File: config.mk
export PLATFORM = sky130hd
export DESIGN_NAME = vid_timing_pattern_gen_flat
export DESIGN_NICKNAME = d
export VERILOG_FILES = /design/src/rtl/vid_timing_pattern_gen_if.sv /design/src/rtl/vid_timing_pattern_gen.sv /design/src/flat_wrapper.sv
export SDC_FILE = /design/constraint.sdc
export NUM_CORES = 1
export LEC_CHECK = 0
export ABC_AREA = 1
export ABC_CLOCK_PERIOD_IN_PS = 4800
export CAP_MARGIN = 10
export CORE_MARGIN = 2
export CORE_UTILIZATION = 40
export DETAILED_ROUTE_END_ITERATION = 12
export REMOVE_ABC_BUFFERS = 1
export SLEW_MARGIN = 20
export SYNTH_ARGS = -nofsm -noshare
export SYNTH_HDL_FRONTEND = slang
export SYNTH_SLANG_ARGS = --single-unit
export TNS_END_PERCENT = 5
File: constraint.sdc
create_clock -name vid_clk -period 4.8 [get_ports vid_clk]
set_input_delay 0.48 -clock vid_clk [delete_from_list [all_inputs] [get_ports vid_clk]]
set_output_delay 0.48 -clock vid_clk [all_outputs]
set_load 0.005 [all_outputs]
File: src/rtl/vid_timing_pattern_gen_if.sv
// Video input bus toward the SiI9136: data enable, syncs and {R,G,B} pixel.
interface vid_timing_pattern_gen_if #(
    parameter int CHAN_BITS = 12
) ();
    logic                   de;
    logic                   hsync;
    logic                   vsync;
    logic [3*CHAN_BITS-1:0] d;

    modport master (output de, hsync, vsync, d);
    modport slave  (input  de, hsync, vsync, d);
endinterface

File: src/rtl/vid_timing_pattern_gen.sv
// Programmable video timing generator with four test patterns.
// Every output is registered and aligned, one cycle behind the col/line counters.
module vid_timing_pattern_gen #(
    parameter int H_FRONT    = 16,
    parameter int H_SYNC     = 96,
    parameter int H_BACK     = 48,
    parameter int H_ACTIVE   = 640,
    parameter int V_FRONT    = 10,
    parameter int V_SYNC     = 2,
    parameter int V_BACK     = 33,
    parameter int V_ACTIVE   = 480,
    parameter int HSYNC_POL  = 1,
    parameter int VSYNC_POL  = 1,
    parameter int CHAN_BITS  = 12,
    parameter int CNT_BITS   = 12,
    parameter int CHECK_LOG2 = 5
) (
    input  logic                     vid_clk,
    input  logic                     vid_reset,
    input  logic                     enable,
    input  logic [1:0]               pattern_mode,
    input  logic [3*CHAN_BITS-1:0]   solid_color,
    vid_timing_pattern_gen_if.master vid,
    output logic                     frame_start
);
    localparam int C     = CHAN_BITS;
    localparam int W     = 3 * CHAN_BITS;
    localparam int HB    = H_FRONT + H_SYNC + H_BACK;
    localparam int VB    = V_FRONT + V_SYNC + V_BACK;
    localparam int BAR_W = (H_ACTIVE / 8 > 0) ? H_ACTIVE / 8 : 1;

    localparam logic [CNT_BITS-1:0] ONE_C = CNT_BITS'(1);
    localparam logic [CNT_BITS-1:0] HB_C  = CNT_BITS'(HB);
    localparam logic [CNT_BITS-1:0] VB_C  = CNT_BITS'(VB);
    localparam logic [CNT_BITS-1:0] HT_M1 = CNT_BITS'(HB + H_ACTIVE - 1);
    localparam logic [CNT_BITS-1:0] VT_M1 = CNT_BITS'(VB + V_ACTIVE - 1);
    localparam logic [CNT_BITS-1:0] VA_M1 = CNT_BITS'(V_ACTIVE - 1);
    localparam logic [CNT_BITS-1:0] HS_LO = CNT_BITS'(H_FRONT);
    localparam logic [CNT_BITS-1:0] HS_HI = CNT_BITS'(H_FRONT + H_SYNC);
    localparam logic [CNT_BITS-1:0] VS_LO = CNT_BITS'(V_FRONT);
    localparam logic [CNT_BITS-1:0] VS_HI = CNT_BITS'(V_FRONT + V_SYNC);
    localparam logic [CNT_BITS-1:0] BW_M1 = CNT_BITS'(BAR_W - 1);
    localparam logic [C-1:0]        ONES  = {C{1'b1}};
    localparam logic                HP    = (HSYNC_POL != 0);
    localparam logic                VP    = (VSYNC_POL != 0);

    logic [CNT_BITS-1:0] col_q, col_d, line_q, line_d;
    logic [CNT_BITS-1:0] off_q, off_d, bcnt_q, bcnt_d;
    logic [2:0]          bar_q, bar_d;
    logic [1:0]          mode_q, mode_d;
    logic [W-1:0]        solid_q, solid_d, d_q, d_d;
    logic                run_q, run_d, de_q, de_d;
    logic                hs_q, hs_d, vs_q, vs_d, fs_q, fs_d;

    logic         origin, h_end, v_end, act, advance;
    logic [C-1:0] x, y;
    logic [W-1:0] pix;

    always_comb begin
        origin  = (col_q == '0) && (line_q == '0);
        h_end   = (col_q == HT_M1);
        v_end   = (line_q == VT_M1);
        act     = (line_q >= VB_C) && (col_q >= HB_C);
        x       = C'(col_q - HB_C);
        y       = C'(line_q - VB_C);
        // run_q marks the current counter value as a counted cycle
        advance = enable && run_q;
        run_d   = enable;

        col_d  = col_q;
        line_d = line_q;
        off_d  = off_q;
        if (!advance) begin
            col_d  = '0;
            line_d = '0;
        end else if (!h_end) begin
            col_d = col_q + ONE_C;
        end else begin
            col_d = '0;
            if (v_end) begin
                line_d = '0;
                off_d  = (off_q == VA_M1) ? '0 : off_q + ONE_C;
            end else begin
                line_d = line_q + ONE_C;
            end
        end

        mode_d  = mode_q;
        solid_d = solid_q;
        if (run_q && origin) begin
            mode_d  = pattern_mode;
            solid_d = solid_color;
        end

        bcnt_d = bcnt_q;
        bar_d  = bar_q;
        if (!act) begin
            bcnt_d = '0;
            bar_d  = '0;
        end else if (bcnt_q == BW_M1) begin
            bcnt_d = '0;
            bar_d  = (bar_q == 3'd7) ? 3'd7 : bar_q + 3'd1;
        end else begin
            bcnt_d = bcnt_q + ONE_C;
        end

        pix = '0;
        unique case (mode_q)
            2'd0: begin
                if (CNT_BITS'(y) < off_q)
                    pix = {ONES, C'(y << 3), C'(x << 3)};
                else
                    pix = {C'(y << 3), ONES, C'(x << 3)};
            end
            2'd1: pix = {{C{~bar_q[1]}}, {C{~bar_q[2]}}, {C{~bar_q[0]}}};
            2'd2: pix = solid_q;
            2'd3: pix = (x[CHECK_LOG2] ^ y[CHECK_LOG2]) ? {W{1'b1}} : '0;
        endcase

        de_d = 1'b0;
        d_d  = '0;
        hs_d = ~HP;
        vs_d = ~VP;
        fs_d = 1'b0;
        if (run_q) begin
            de_d = act;
            d_d  = act ? pix : '0;
            hs_d = (col_q >= HS_LO && col_q < HS_HI) ? HP : ~HP;
            vs_d = (line_q >= VS_LO && line_q < VS_HI) ? VP : ~VP;
            fs_d = origin;
        end
    end

    always_ff @(posedge vid_clk or posedge vid_reset) begin
        if (vid_reset) begin
            col_q   <= '0;
            line_q  <= '0;
            off_q   <= '0;
            bcnt_q  <= '0;
            bar_q   <= '0;
            mode_q  <= '0;
            solid_q <= '0;
            run_q   <= 1'b0;
            de_q    <= 1'b0;
            d_q     <= '0;
            hs_q    <= ~HP;
            vs_q    <= ~VP;
            fs_q    <= 1'b0;
        end else begin
            col_q   <= col_d;
            line_q  <= line_d;
            off_q   <= off_d;
            bcnt_q  <= bcnt_d;
            bar_q   <= bar_d;
            mode_q  <= mode_d;
            solid_q <= solid_d;
            run_q   <= run_d;
            de_q    <= de_d;
            d_q     <= d_d;
            hs_q    <= hs_d;
            vs_q    <= vs_d;
            fs_q    <= fs_d;
        end
    end

    assign vid.de      = de_q;
    assign vid.hsync   = hs_q;
    assign vid.vsync   = vs_q;
    assign vid.d       = d_q;
    assign frame_start = fs_q;
endmodule

File: src/flat_wrapper.sv
// flat-port wrapper written by rule: the top's interface ports become plain ports
module vid_timing_pattern_gen_flat 
#(
    parameter int H_FRONT    = 16,
    parameter int H_SYNC     = 96,
    parameter int H_BACK     = 48,
    parameter int H_ACTIVE   = 640,
    parameter int V_FRONT    = 10,
    parameter int V_SYNC     = 2,
    parameter int V_BACK     = 33,
    parameter int V_ACTIVE   = 480,
    parameter int HSYNC_POL  = 1,
    parameter int VSYNC_POL  = 1,
    parameter int CHAN_BITS  = 12,
    parameter int CNT_BITS   = 12,
    parameter int CHECK_LOG2 = 5
)
  (vid_clk, vid_reset, enable, pattern_mode, solid_color, frame_start, vid_de, vid_hsync, vid_vsync, vid_d);
  vid_timing_pattern_gen_if #(.CHAN_BITS(CHAN_BITS)) vid_i ();
  input  logic vid_clk;
  input  logic vid_reset;
  input  logic enable;
  input  logic [1:0] pattern_mode;
  input  logic [3*CHAN_BITS-1:0] solid_color;
  output logic frame_start;
  output wire logic [$bits(vid_i.de)-1:0] vid_de;
  output wire logic [$bits(vid_i.hsync)-1:0] vid_hsync;
  output wire logic [$bits(vid_i.vsync)-1:0] vid_vsync;
  output wire logic [$bits(vid_i.d)-1:0] vid_d;
  assign vid_de = vid_i.de;
  assign vid_hsync = vid_i.hsync;
  assign vid_vsync = vid_i.vsync;
  assign vid_d = vid_i.d;
  vid_timing_pattern_gen #(.H_FRONT(H_FRONT), .H_SYNC(H_SYNC), .H_BACK(H_BACK), .H_ACTIVE(H_ACTIVE), .V_FRONT(V_FRONT), .V_SYNC(V_SYNC), .V_BACK(V_BACK), .V_ACTIVE(V_ACTIVE), .HSYNC_POL(HSYNC_POL), .VSYNC_POL(VSYNC_POL), .CHAN_BITS(CHAN_BITS), .CNT_BITS(CNT_BITS), .CHECK_LOG2(CHECK_LOG2)) u_core (.vid_clk(vid_clk), .vid_reset(vid_reset), .enable(enable), .pattern_mode(pattern_mode), .solid_color(solid_color), .vid(vid_i), .frame_start(frame_start));
endmodule
==> results of run 1 <==
registers in the layout (all words and copies together), names as in the netlist:
register / flops
u_core.frame_start: 1
u_core.bar_q: 3
u_core.col_q: 12
u_core.off_q: 12
u_core.line_q: 12
u_core.vid.de: 1
u_core.solid_q: 36
u_core.bcnt_q: 12
u_core.vid.d: 36
u_core.vid.hsync: 1
u_core.mode_q: 2
u_core.run_q: 1
u_core.vid.vsync: 1
path summary, 6_finish.rpt:
kind	to	slack, ns	cells past startpoint
hold reg to reg	u_core.bcnt_q[0]$_DFF_PP0_	0.47	1
min in group asynchronous	u_core.vid.d[6]$_DFF_PP0_	0.60	2
max in group asynchronous	u_core.off_q[1]$_DFFE_PP0P_	3.21	3
setup / recovery	u_core.vid.d[26]$_DFF_PP0_	1.92	15
hold / removal	u_core.bcnt_q[0]$_DFF_PP0_	0.47	1
setup reg to reg	u_core.vid.d[26]$_DFF_PP0_	1.92	15
cells in the mapped netlist (2+ instances only):
master,instances
xnor2_1,3
nand3_1,42
buf_4,6
o21ai_0,29
a21oi_1,42
inv_1,97
buf_2,18
nor2_1,88
nand3_2,2
nor2_2,12
a31oi_1,2
nand4_1,15
nor4_1,6
dfrtp_1,130
nand2_2,11
ha_1,22
nand2_1,324
buf_1,2
clkbuf_1,3
inv_2,7
xor2_1,19
nor3_1,19
layer usage:
metal	part of all wire	track usage
met1	0.48	0.284
met2	0.46	0.321
met3	0.045	0.0471
met4	0.018	0.0706
met5	0	0
layout make-up:
class | instances | area share
tap | 220 | 0.0326
sequential | 130 | 0.385
multi-input combinational | 644 | 0.360
clock inverter | 11 | 0.0207
timing repair buffer | 86 | 0.100
clock buffer | 21 | 0.0545
inverter | 105 | 0.0469
metrics by stage:
stage | hold slack, ns | power, uW | setup WS [ns]
final | 0.468 | 2990 | 1.92
after global routing | 0.497 | 3130 | 1.56
after CTS | 0.465 | 3020 | 1.91
after detailed placement | 0.458 | 1610 | 1.93
after global placement | 0.457 | 1610 | 2.05
after floorplan | 0.433 | 1480 | 0.851
power by group:
| part | internal [uW] | total (uW) | switching, uW |
|---|---|---|---|
| Sequential | 1170 | 1210 | 41.3 |
| Combinational | 133 | 386 | 254 |
| Clock | 900 | 1400 | 495 |
kinds of logic (layout without fill, tap and decap cells):
kind of cell             Yosys count  in the layout  share of synthesized area
AND/OR/NAND/NOR                  523            523                      0.317
buffers and inverters            137            223                     0.0849
flip-flops                       130            130                      0.473
AO/OA/AOI/OAI                     77             77                     0.0576
adder cells (fa/ha/maj)           22             22                     0.0400
XOR/XNOR                          22             22                     0.0280
placed cells by master (no fill, tap or decap), drive strengths merged:
cell | Yosys | routed
buf | 28 | 6
ha | 22 | 22
clkinv | 1 | 4
clkdlybuf4s50 | 0 | 80
clkinvlp | 0 | 2
o211a | 1 | 1
a31oi | 2 | 2
a211oi | 1 | 1
nand2 | 335 | 335
nor2 | 101 | 101
nand4 | 15 | 15
nand3b | 1 | 1
inv | 104 | 106
nor3 | 19 | 19
xor2 | 19 | 19
o21ai | 30 | 30
dfrtp | 130 | 130
a21oi | 42 | 42
o22ai | 1 | 1
nor4 | 6 | 6
nor3b | 1 | 1
clkbuf | 4 | 21
bufinv | 0 | 4
nand3 | 44 | 44
xnor2 | 3 | 3
or2 | 1 | 1
==> summary.txt, run 1 <==
Critical path
  – Crit-path slowest cell: dfrtp_1
  – Crit path buffers/inverters: 2
  – Crit-path max FO: 10
  – CP dominant cell by count: nand2_1
  – Arr. time, crit path: 3.22 ns
  – CP cell instances: inv_1 -> ha_1 -> nor2_4 -> inv_2 -> nor2_2 -> nor2_2 -> xor2_1 -> ha_1 -> nand4_1 -> a21oi_1 -> nor2_1 -> nand2_1 -> nand2_1 -> nand2_1 -> a21oi_1
  – Worst setup path class: reg2reg
  – Critical path capture point type: flop
  – CP top delay family: simple AND/OR/NAND/NOR gates
  – Crit path required time: 5.13 ns
  – Worst r2r src: u_core.line_q[0]$_DFFE_PP0P_
  – Max stage delay on crit path: 0.46 ns
  – Critical Path Source Type: flop
  – CP Launch Point: u_core.line_q[0]$_DFFE_PP0P_

Synthesis
  – Yosys top cell area share: 0.473
  – Syn Area/Cell: 7.55 um^2
  – Synth top area cells: dfrtp_1 47%, nand2_1 18%, inv_1 5.3%
  – Share of flip-flops with an asynchronous set or reset: 1.00
  – Synth warn: 0
  – Post-Syn Instances: 911
  – Post-synth EDFFs: 0
  – Yosys cell types: 34
  – Mapped Area: 6880 um^2
  – Post-synthesis sequential area ratio: 0.473
  – Most used DFF post-synth: dfrtp_1
  – Post-synthesis register bit count: 130
  – Post-synth top area cell: dfrtp_1

Power and ir drop
  – Leakage: 0.00431 uW
  – Peak supply drop: 0.259 mV
  – PwrDens: 354 nW/um^2

STA
  – TNS Setup: 0 ns
  – Period utilization: 0.600
  – RSZ-0062 raised after global routing: false
  – Fin. max-slew vios: 0
  – Worst rel slew slack: 0.285
  – Fmax: 347 MHz
  – Clock Skews: 0.00832 ns
  – Fin. Hold Viols: 0
  – Finish-stage setup viols: 0
  – Worst-margin pin slew: 1.07 ns
  – Min cycle time layout: 2.88 ns

Placed design
  – GP Congestion: 0.866
  – IO Port Bufs: 80
  – Cell Area, Placed: 7820 um^2
  – Detail Placement HPWL: 12.2 mm
  – Inst Count DP: 1185

CTS
  – Root Buffer Master: clkbuf_16
  – Clk buf depth: 2
  – Post-CTS Setup Inserts: 0
  – Cts hold-fix bufs: 0
  – Cts bufs inserted: 17
  – Clock Sinks: 130
  – CTS tree: built
  – Worst-path clk slew: 0.06 ns
  – # resized after CTS: 0
  – H-Tree Depth: 4
  – Worst-skew pair later-pin latency: 0.43 ns

Worst hold path
  – Worst hold start: u_core.bcnt_q[0]$_DFF_PP0_
  – Path type of the worst min-delay path: reg2reg

Final layout
  – Design Area, Final: 8450 um^2
  – Proportion of layout cells with a drive suffix above 1: 0.0712
  – Area Overhead vs Synth: 22.8%
  – Area occupied by registers: 3250 um^2
  – Utilization after layout: 0.506
  – Nets: 1047
  – Filler cells: 1677
  – Final non-filler cell total: 1217
  – Multi-input gate area: 3040 um^2
  – Antenna Cells: 0

Global routing
  – Pin count of the biggest net entering global routing: 72
  – First-pass GRT wire length: 29.2 mm
  – Vias in the first global route: 5706
  – Gr ovfl total: 0
  – Total GRT Usage: 0.206
  – Antenna violations before repair: 0

Floorplanning
  – I/O Pins: 81
  – # rows: 47
  – Die width: 135 um
  – Starting Density: 0.412
  – Die area: 18300 um^2
  – Core ar.: 16700 um^2
  – Die H: 135 um

Route
  – Avg WL per Cell: 14.5 um
  – DRC violations left: 0
  – Vias after detailed routing: 5874
  – Final antenna-violating net count: 0
  – DRT Pass-1 Iters: 5
  – Vias per std cell: 4.83
  – Drt initial violations: 337
  – Routed WL: 17.7 mm

Job
  – Max Cap Viol: 0

Status
  – Outcome: finished, final reports clean
Power figures use the tool's default switching activity.
==> inputs of run 2 (changes only) <==
Settings changed: ABC_CLOCK_PERIOD_IN_PS 4800 to 2300.
Clock period 4.8 ns to 2.3 ns, I/O delays scaled along.
==> run 2 against run 1 <==
Effect of this change: the run now ends with negative setup slack left; fmax up 17%; die area stayed put; sequential share of layout area fell by 2.7 points; register-to-register slack got worse by 2.1 ns; flip-flop and latch count is the same; sequential power increased by 110%; highest routed layer unchanged; power up 110%; critical endpoint is now u_core.vid.d[13]$_DFF_PP0_; worst setup slack worse by 2.1 ns; non-clock buffer count is 62 higher; utilization up 3.8 points.
==> summary.txt, run 2 (synthesis gave the netlist of run 1 again) <==
Critical path
  – Arr. time, crit path: 2.77 ns (was 3.22 ns)
  – Critical path capture point type: flop (unchanged)
  – Max stage delay on crit path: 0.41 ns (was 0.46 ns)
  – CP dominant cell by count: nand2_1 (unchanged)
  – Critical Path Source Type: flop (unchanged)
  – Crit path required time: 2.61 ns (was 5.13 ns)
  – CP cell instances: nand2_1 -> nand2_1 -> nand2_1 -> nand2_1 -> nand2_2 -> nand2_2 -> inv_2 -> nand2_2 -> nor2_2 -> xor2_1 -> ha_1 -> a21oi_1 -> o21ai_1 -> nor2_2 -> nand2_2 -> buf_6 -> nor2_4 -> nor2_4 -> nand2_1 -> inv_1 (was inv_1 -> ha_1 -> nor2_4 -> inv_2 -> nor2_2 -> nor2_2 -> xor2_1 -> ha_1 -> nand4_1 -> a21oi_1 -> nor2_1 -> nand2_1 -> nand2_1 -> nand2_1 -> a21oi_1)
  – Crit-path slowest cell: dfrtp_1 (unchanged)
  – Worst setup path class: reg2reg (unchanged)
  – Crit-path max FO: 3 (was 10)

Floorplanning
  – Die width: 135 um (unchanged)
  – I/O Pins: 81 (unchanged)
  – Die area: 18300 um^2 (unchanged)
  – Die H: 135 um (unchanged)
  – Starting Density: 0.412 (unchanged)
  – # rows: 47 (unchanged)
  – Core ar.: 16700 um^2 (unchanged)

Final layout
  – Design Area, Final: 9090 um^2 (was 8450 um^2)
  – Most frequent cells in the layout: 319 x nand2_1, 130 x dfrtp_1, 93 x inv_1 (was 324 x nand2_1, 130 x dfrtp_1, 96 x inv_1)
  – Utilization after layout: 0.544 (was 0.506)
  – Area Overhead vs Synth: 32.0% (was 22.8%)
  – Antenna Cells: 0 (unchanged)
  – Proportion of layout cells with a drive suffix above 1: 0.158 (was 0.0712)
  – Most common cell after layout, fill and taps aside: nand2_1 (unchanged)
  – Nets: 1109 (was 1047)

STA
  – Worst rel slew slack: 0.602 (was 0.285)
  – Fin. Hold Viols: 0 (unchanged)
  – Worst-margin pin slew: 0.597 ns (was 1.07 ns)
  – Finish-stage setup viols: 24 (was 0)
  – Period utilization: 1.07 (was 0.600)
  – Fmax: 406 MHz (was 347 MHz)
  – RSZ-0062 raised after global routing: true (was false)
  – Clock Skews: 0.00900 ns (was 0.00832 ns)
  – Final worst-path setup slack: -0.164 ns (was 1.92 ns)
  – Min cycle time layout: 2.46 ns (was 2.88 ns)
  – Fin. max-slew vios: 0 (unchanged)

Placed design
  – Dpl ws: -0.257 ns (was 1.93 ns)
  – Detail Placement HPWL: 12.8 mm (was 12.2 mm)
  – Cell Area, Placed: 8250 um^2 (was 7820 um^2)
  – GP Congestion: 0.892 (was 0.866)
  – IO Port Bufs: 80 (unchanged)

Route
  – Met3 routed WL: 764 um (was 793 um)
  – Routed WL: 17.9 mm (was 17.7 mm)
  – DRC violations left: 0 (unchanged)
  – Vias after detailed routing: 6086 (was 5874)
  – Avg WL per Cell: 14.0 um (was 14.5 um)
  – Met2 WL: 8.48 mm (was 8.10 mm)
  – Metal1 wirelength: 8.51 mm (was 8.46 mm)
  – Uppermost routed layer: met4 (unchanged)
  – Final antenna-violating net count: 0 (unchanged)
  – Drt initial violations: 321 (was 337)
  – DRT Pass-1 Iters: 6 (was 5)
  – Vias per std cell: 4.76 (was 4.83)

CTS
  – Worst-path clk slew: 0.06 ns (about the same)
  – Root Buffer Master: clkbuf_16 (unchanged)
  – Clk buf depth: 2 (unchanged)
  – Worst-skew pair later-pin latency: 0.42 ns (was 0.43 ns)
  – CTS tree: built (unchanged)
  – H-Tree Depth: 4 (unchanged)
  – Clock Sinks: 130 (unchanged)
  – Cts bufs inserted: 17 (unchanged)

Global routing
  – Pin count of the biggest net entering global routing: 84 (was 72)
  – Total GRT Usage: 0.204 (was 0.206)
  – First-pass GRT wire length: 29.1 mm (was 29.2 mm)
  – Vias in the first global route: 5799 (was 5706)
  – Gr ovfl total: 0 (unchanged)
  – Antenna violations before repair: 0 (unchanged)

Power and ir drop
  – Peak supply drop: 0.490 mV (was 0.259 mV)
  – Total power: 6240 uW (was 2990 uW)
  – Leakage: 0.00462 uW (was 0.00431 uW)
  – PwrDens: 687 nW/um^2 (was 354 nW/um^2)

Status
  – Outcome: finished with violations (was finished, final reports clean)
  – Violated checks: negative setup slack

Job
  – Max Cap Viol: 0 (unchanged)

Worst hold path
  – Path type of the worst min-delay path: in2async (was reg2reg)
run 2: changes by cell type in the layout (fill, tap and decap cells not counted), moves of 3 or more:
cell	delta
nor2_1	-21
inv_1	-3
nor2_4	+9
buf_6	+4
nand2_2	+4
inv_2	+3
buf_4	+56
nand2_1	-5
nor2_2	+12
run 2: area by class of cell:
class,count,area (um^2)
multi-input combinational,644,3190
timing repair buffer,148,1350
clock buffer,18,439
fill,1613,7610
inverter,105,397
sequential,130,3250
tap,220,275
clock inverter,14,179
run 2: report_power, final:
group,total (uW),switching [uW],internal [uW]
combinational,899,558,341
clock,2820,1070,1750
sequential,2520,86.4,2430
run 2: timing repair:
action                     4_1_cts  5_1_grt
gates resized for setup         26       22
setup endpoints to repair       24       24
hold buffers                     0        0
pin swaps                       11       15
setup buffers                    4        3
run 2: critical path, delay by kind of cell, from the launching register on:
family	cells	cell delay [ns]
flip-flops	1	0.41
XOR/XNOR	1	0.16
buffers and inverters	3	0.23
adder cells (fa/ha/maj)	1	0.26
AND/OR/NAND/NOR	13	1.03
AO/OA/AOI/OAI	2	0.26
run 2: through the flow:
stage	instances	TNS [ns]	hold slack [ns]
final	1279	-3.20	0.208
after global routing	1279	-7.74	0.273
after CTS	1276	-3.15	0.265
after detailed placement	1240	-4.58	0.461
after global placement	1240	-2.91	0.457
after floorplan	879	-195.86	0.261
run 2: routing by layer:
layer  GRT usage  vias up
met5           0        -
met2       0.331      124
met1       0.278     2837
met4      0.0457        0
li1            -     3113
met3      0.0486       12
run 2: path summary, 6_finish.rpt:
| path | startpoint | slack [ns] | cells after the start | end |
|---|---|---|---|---|
| max | u_core.line_q[1]$_DFFE_PP0P_ | -0.16 | 20 | u_core.vid.d[13]$_DFF_PP0_ |
| min | vid_reset | 0.21 | 3 | u_core.col_q[0]$_DFF_PP0_ |
| max reg2reg | u_core.line_q[1]$_DFFE_PP0P_ | -0.16 | 20 | u_core.vid.d[13]$_DFF_PP0_ |
| min reg2reg | u_core.bcnt_q[0]$_DFF_PP0_ | 0.46 | 1 | u_core.bcnt_q[0]$_DFF_PP0_ |
| max in group asynchronous | vid_reset | 1.53 | 3 | u_core.solid_q[12]$_DFFE_PP0P_ |
| min in group vid_clk | enable | 0.28 | 1 | u_core.run_q$_DFF_PP0_ |
==> inputs of run 3 (changes only) <==
Settings changed: CAP_MARGIN 10 to unset, CORE_UTILIZATION 40 to 51, PLACE_DENSITY set to 0.77.
==> run 3 against run 2 <==
Effect of this change: the flow still finishes with violations (negative setup slack); sequential power hardly changed; fmax up 0.92%; largest power group unchanged; die area fell by 21%; non-clock buffer count fell by 3; sequential share of layout area rose by 0.55 points; clock skew up 0.0058 ns; combinational power rose by 2%.
==> summary.txt, run 3 (synthesis gave the netlist of run 1 again) <==
CTS
  – CTS tree: built (unchanged)
  – Worst-skew pair later-pin latency: 0.43 ns (was 0.42 ns)
  – Worst-path clk slew: 0.06 ns (about the same)
  – Clk buf depth: 2 (unchanged)
  – Cts hold-fix bufs: 0 (unchanged)
  – H-Tree Depth: 4 (unchanged)
  – Clock Sinks: 130 (unchanged)
  – Root Buffer Master: clkbuf_16 (unchanged)
  – Cts bufs inserted: 17 (unchanged)

Critical path
  – Worst r2r src: u_core.line_q[0]$_DFFE_PP0P_ (was u_core.line_q[1]$_DFFE_PP0P_)
  – Crit-path max FO: 3 (unchanged)
  – Worst reg2reg path depth: 18 (was 20)
  – Arr. time, crit path: 2.81 ns (was 2.77 ns)
  – CP Launch Point: u_core.line_q[0]$_DFFE_PP0P_ (was u_core.line_q[1]$_DFFE_PP0P_)
  – R2r setup slk: -0.14 ns (was -0.16 ns)
  – FF-to-FF End: u_core.vid.d[12]$_DFF_PP0_ (was u_core.vid.d[13]$_DFF_PP0_)
  – Worst setup path class: reg2reg (unchanged)
  – Crit path required time: 2.67 ns (was 2.61 ns)
  – Critical path capture point type: flop (unchanged)
  – Critical Path Source Type: flop (unchanged)
  – Worst setup path end: u_core.vid.d[12]$_DFF_PP0_ (was u_core.vid.d[13]$_DFF_PP0_)

Route
  – DRC violations left: 0 (unchanged)
  – Avg WL per Cell: 14.2 um (was 14.0 um)
  – Final antenna-violating net count: 0 (unchanged)
  – Routed WL: 17.5 mm (was 17.9 mm)
  – Vias per std cell: 5.09 (was 4.76)
  – Drt initial violations: 505 (was 321)
  – Vias after detailed routing: 6274 (was 6086)
  – DRT Pass-1 Iters: 5 (was 6)

Final layout
  – Area Overhead vs Synth: 30.0% (was 32.0%)
  – Most frequent cells in the layout: 314 x nand2_1, 130 x dfrtp_1, 92 x inv_1 (was 319 x nand2_1, 130 x dfrtp_1, 93 x inv_1)
  – Nets: 1106 (was 1109)
  – Antenna Cells: 0 (unchanged)
  – Most common cell after layout, fill and taps aside: nand2_1 (unchanged)
  – Proportion of layout cells with a drive suffix above 1: 0.154 (was 0.158)
  – Final non-filler cell total: 1232 (was 1279)

STA
  – Final worst-path setup slack: -0.141 ns (was -0.164 ns)
  – Fin. Hold Viols: 0 (unchanged)
  – Fin. max-slew vios: 0 (unchanged)
  – Fmax: 410 MHz (was 406 MHz)
  – TNS Setup: -2.34 ns (was -3.20 ns)
  – Period utilization: 1.06 (was 1.07)
  – RSZ-0062 raised after global routing: true (unchanged)
  – Worst-margin pin slew: 0.597 ns (about the same)
  – Clock Skews: 0.0148 ns (was 0.00900 ns)
  – Min cycle time layout: 2.44 ns (was 2.46 ns)
  – Worst rel slew slack: 0.599 (was 0.602)
  – Finish-stage setup viols: 24 (unchanged)
  – Hold Slack: 0.118 ns (was 0.208 ns)

Global routing
  – Vias in the first global route: 6198 (was 5799)
  – Total GRT Usage: 0.259 (was 0.204)
  – Gr ovfl total: 0 (unchanged)
  – Pin count of the biggest net entering global routing: 41 (was 84)
  – First-pass GRT wire length: 29.3 mm (was 29.1 mm)
  – Antenna violations before repair: 1 (was 0)

Power and ir drop
  – Total power: 6080 uW (was 6240 uW)
  – PwrDens: 679 nW/um^2 (was 687 nW/um^2)
  – Leakage: 0.00462 uW (about the same)
  – Peak supply drop: 0.570 mV (was 0.490 mV)

Floorplanning
  – Die area: 14400 um^2 (was 18300 um^2)
  – I/O Pins: 81 (unchanged)
  – Core ar.: 13200 um^2 (was 16700 um^2)
  – Die H: 120 um (was 135 um)
  – Die width: 120 um (was 135 um)
  – Starting Density: 0.522 (was 0.412)
  – # rows: 42 (was 47)

Placed design
  – Detail Placement HPWL: 12.4 mm (was 12.8 mm)
  – IO Port Bufs: 80 (unchanged)
  – GP Congestion: 0.920 (was 0.892)
  – Dpl ws: -0.325 ns (was -0.257 ns)
  – Inst Count DP: 1195 (was 1240)

Status
  – Violated checks: negative setup slack (unchanged)
  – Outcome: finished with violations (unchanged)

Job
  – Max Cap Viol: 0 (unchanged)

Worst hold path
  – Path type of the worst min-delay path: in2async (unchanged)
-- run 3: changes by cell type in the layout (fill, tap and decap cells not counted), sizes merged --
cell	previous run	this run
bufinv	3	2
clkinv	7	8
inv	107	105
clkinvlp	2	3
clkbuf	18	19
buf	68	65
-- run 3: critical path, stage by stage (launching register included) --
cell     delay (ns)
dfrtp_1        0.41
inv_2          0.10
ha_4           0.15
nor2_4         0.04
inv_2          0.05
nor2_2         0.03
nor2_2         0.16
nand3_1        0.11
xor2_1         0.15
ha_1           0.30
nand4_1        0.16
nor2_1         0.13
nand2_1        0.09
nand2_2        0.12
buf_6          0.12
nor2_4         0.03
nor2_4         0.13
nand2_2        0.06
inv_1          0.05
-- run 3: metrics by stage --
step	util	cell area (um^2)
6_report	0.678	8950
5_1_grt	0.678	8950
2_1_floorplan	-	6690
3_5_place_dp	0.622	8200
4_1_cts	0.671	8850
3_3_place_gp	0.622	8200
-- run 3: repair_timing --
action / 4_1_cts / 5_1_grt
setup buffers: 3 / 2
cloned: 0 / 0
pin swaps: 8 / 18
endpoints found under the hold margin: 0 / 0
setup endpoints to repair: 24 / 24
gates resized for setup: 16 / 24
-- run 3: area by class of cell --
cell class | count | area (um^2)
fill | 1072 | 4240
sequential | 130 | 3250
multi-input combinational | 644 | 3160
timing repair buffer | 145 | 1330
clock buffer | 19 | 453
inverter | 105 | 397
tap | 176 | 220
clock inverter | 13 | 134
-- run 3: worst min-delay path by stage --
| stage | start | endpoint | slack (ns) | cells past startpoint |
|---|---|---|---|---|
| after floorplan | enable | u_core.run_q$_DFF_PP0_ | 0.26 | 0 |
| after global placement | u_core.bcnt_q[0]$_DFF_PP0_ | u_core.bcnt_q[0]$_DFF_PP0_ | 0.45 | 1 |
| after detailed placement | u_core.bcnt_q[0]$_DFF_PP0_ | u_core.bcnt_q[0]$_DFF_PP0_ | 0.46 | 1 |
| after CTS | vid_reset | u_core.solid_q[3]$_DFFE_PP0P_ | 0.12 | 2 |
| after global routing | vid_reset | u_core.vid.d[3]$_DFF_PP0_ | 0.14 | 2 |
| final | vid_reset | u_core.vid.d[4]$_DFF_PP0_ | 0.12 | 2 |
-- run 3: per-layer routing --
| metal | routed length, um | GRT usage | part of all wire |
|---|---|---|---|
| met5 | 0 | 0 | 0 |
| met4 | 341 | 0.0897 | 0.019 |
| met3 | 1050 | 0.0646 | 0.060 |
| met2 | 8530 | 0.418 | 0.49 |
| met1 | 7610 | 0.342 | 0.43 |
-- run 3: where the power goes --
| part | total (uW) | leakage [uW] | internal, uW | switching [uW] |
|---|---|---|---|---|
| registers | 2520 | 0.00168 | 2430 | 87.2 |
| clock network | 2640 | 0.000285 | 1640 | 996 |
| logic | 916 | 0.00265 | 348 | 568 |
| total | 6080 | 0.00462 | 4430 | 1650 |
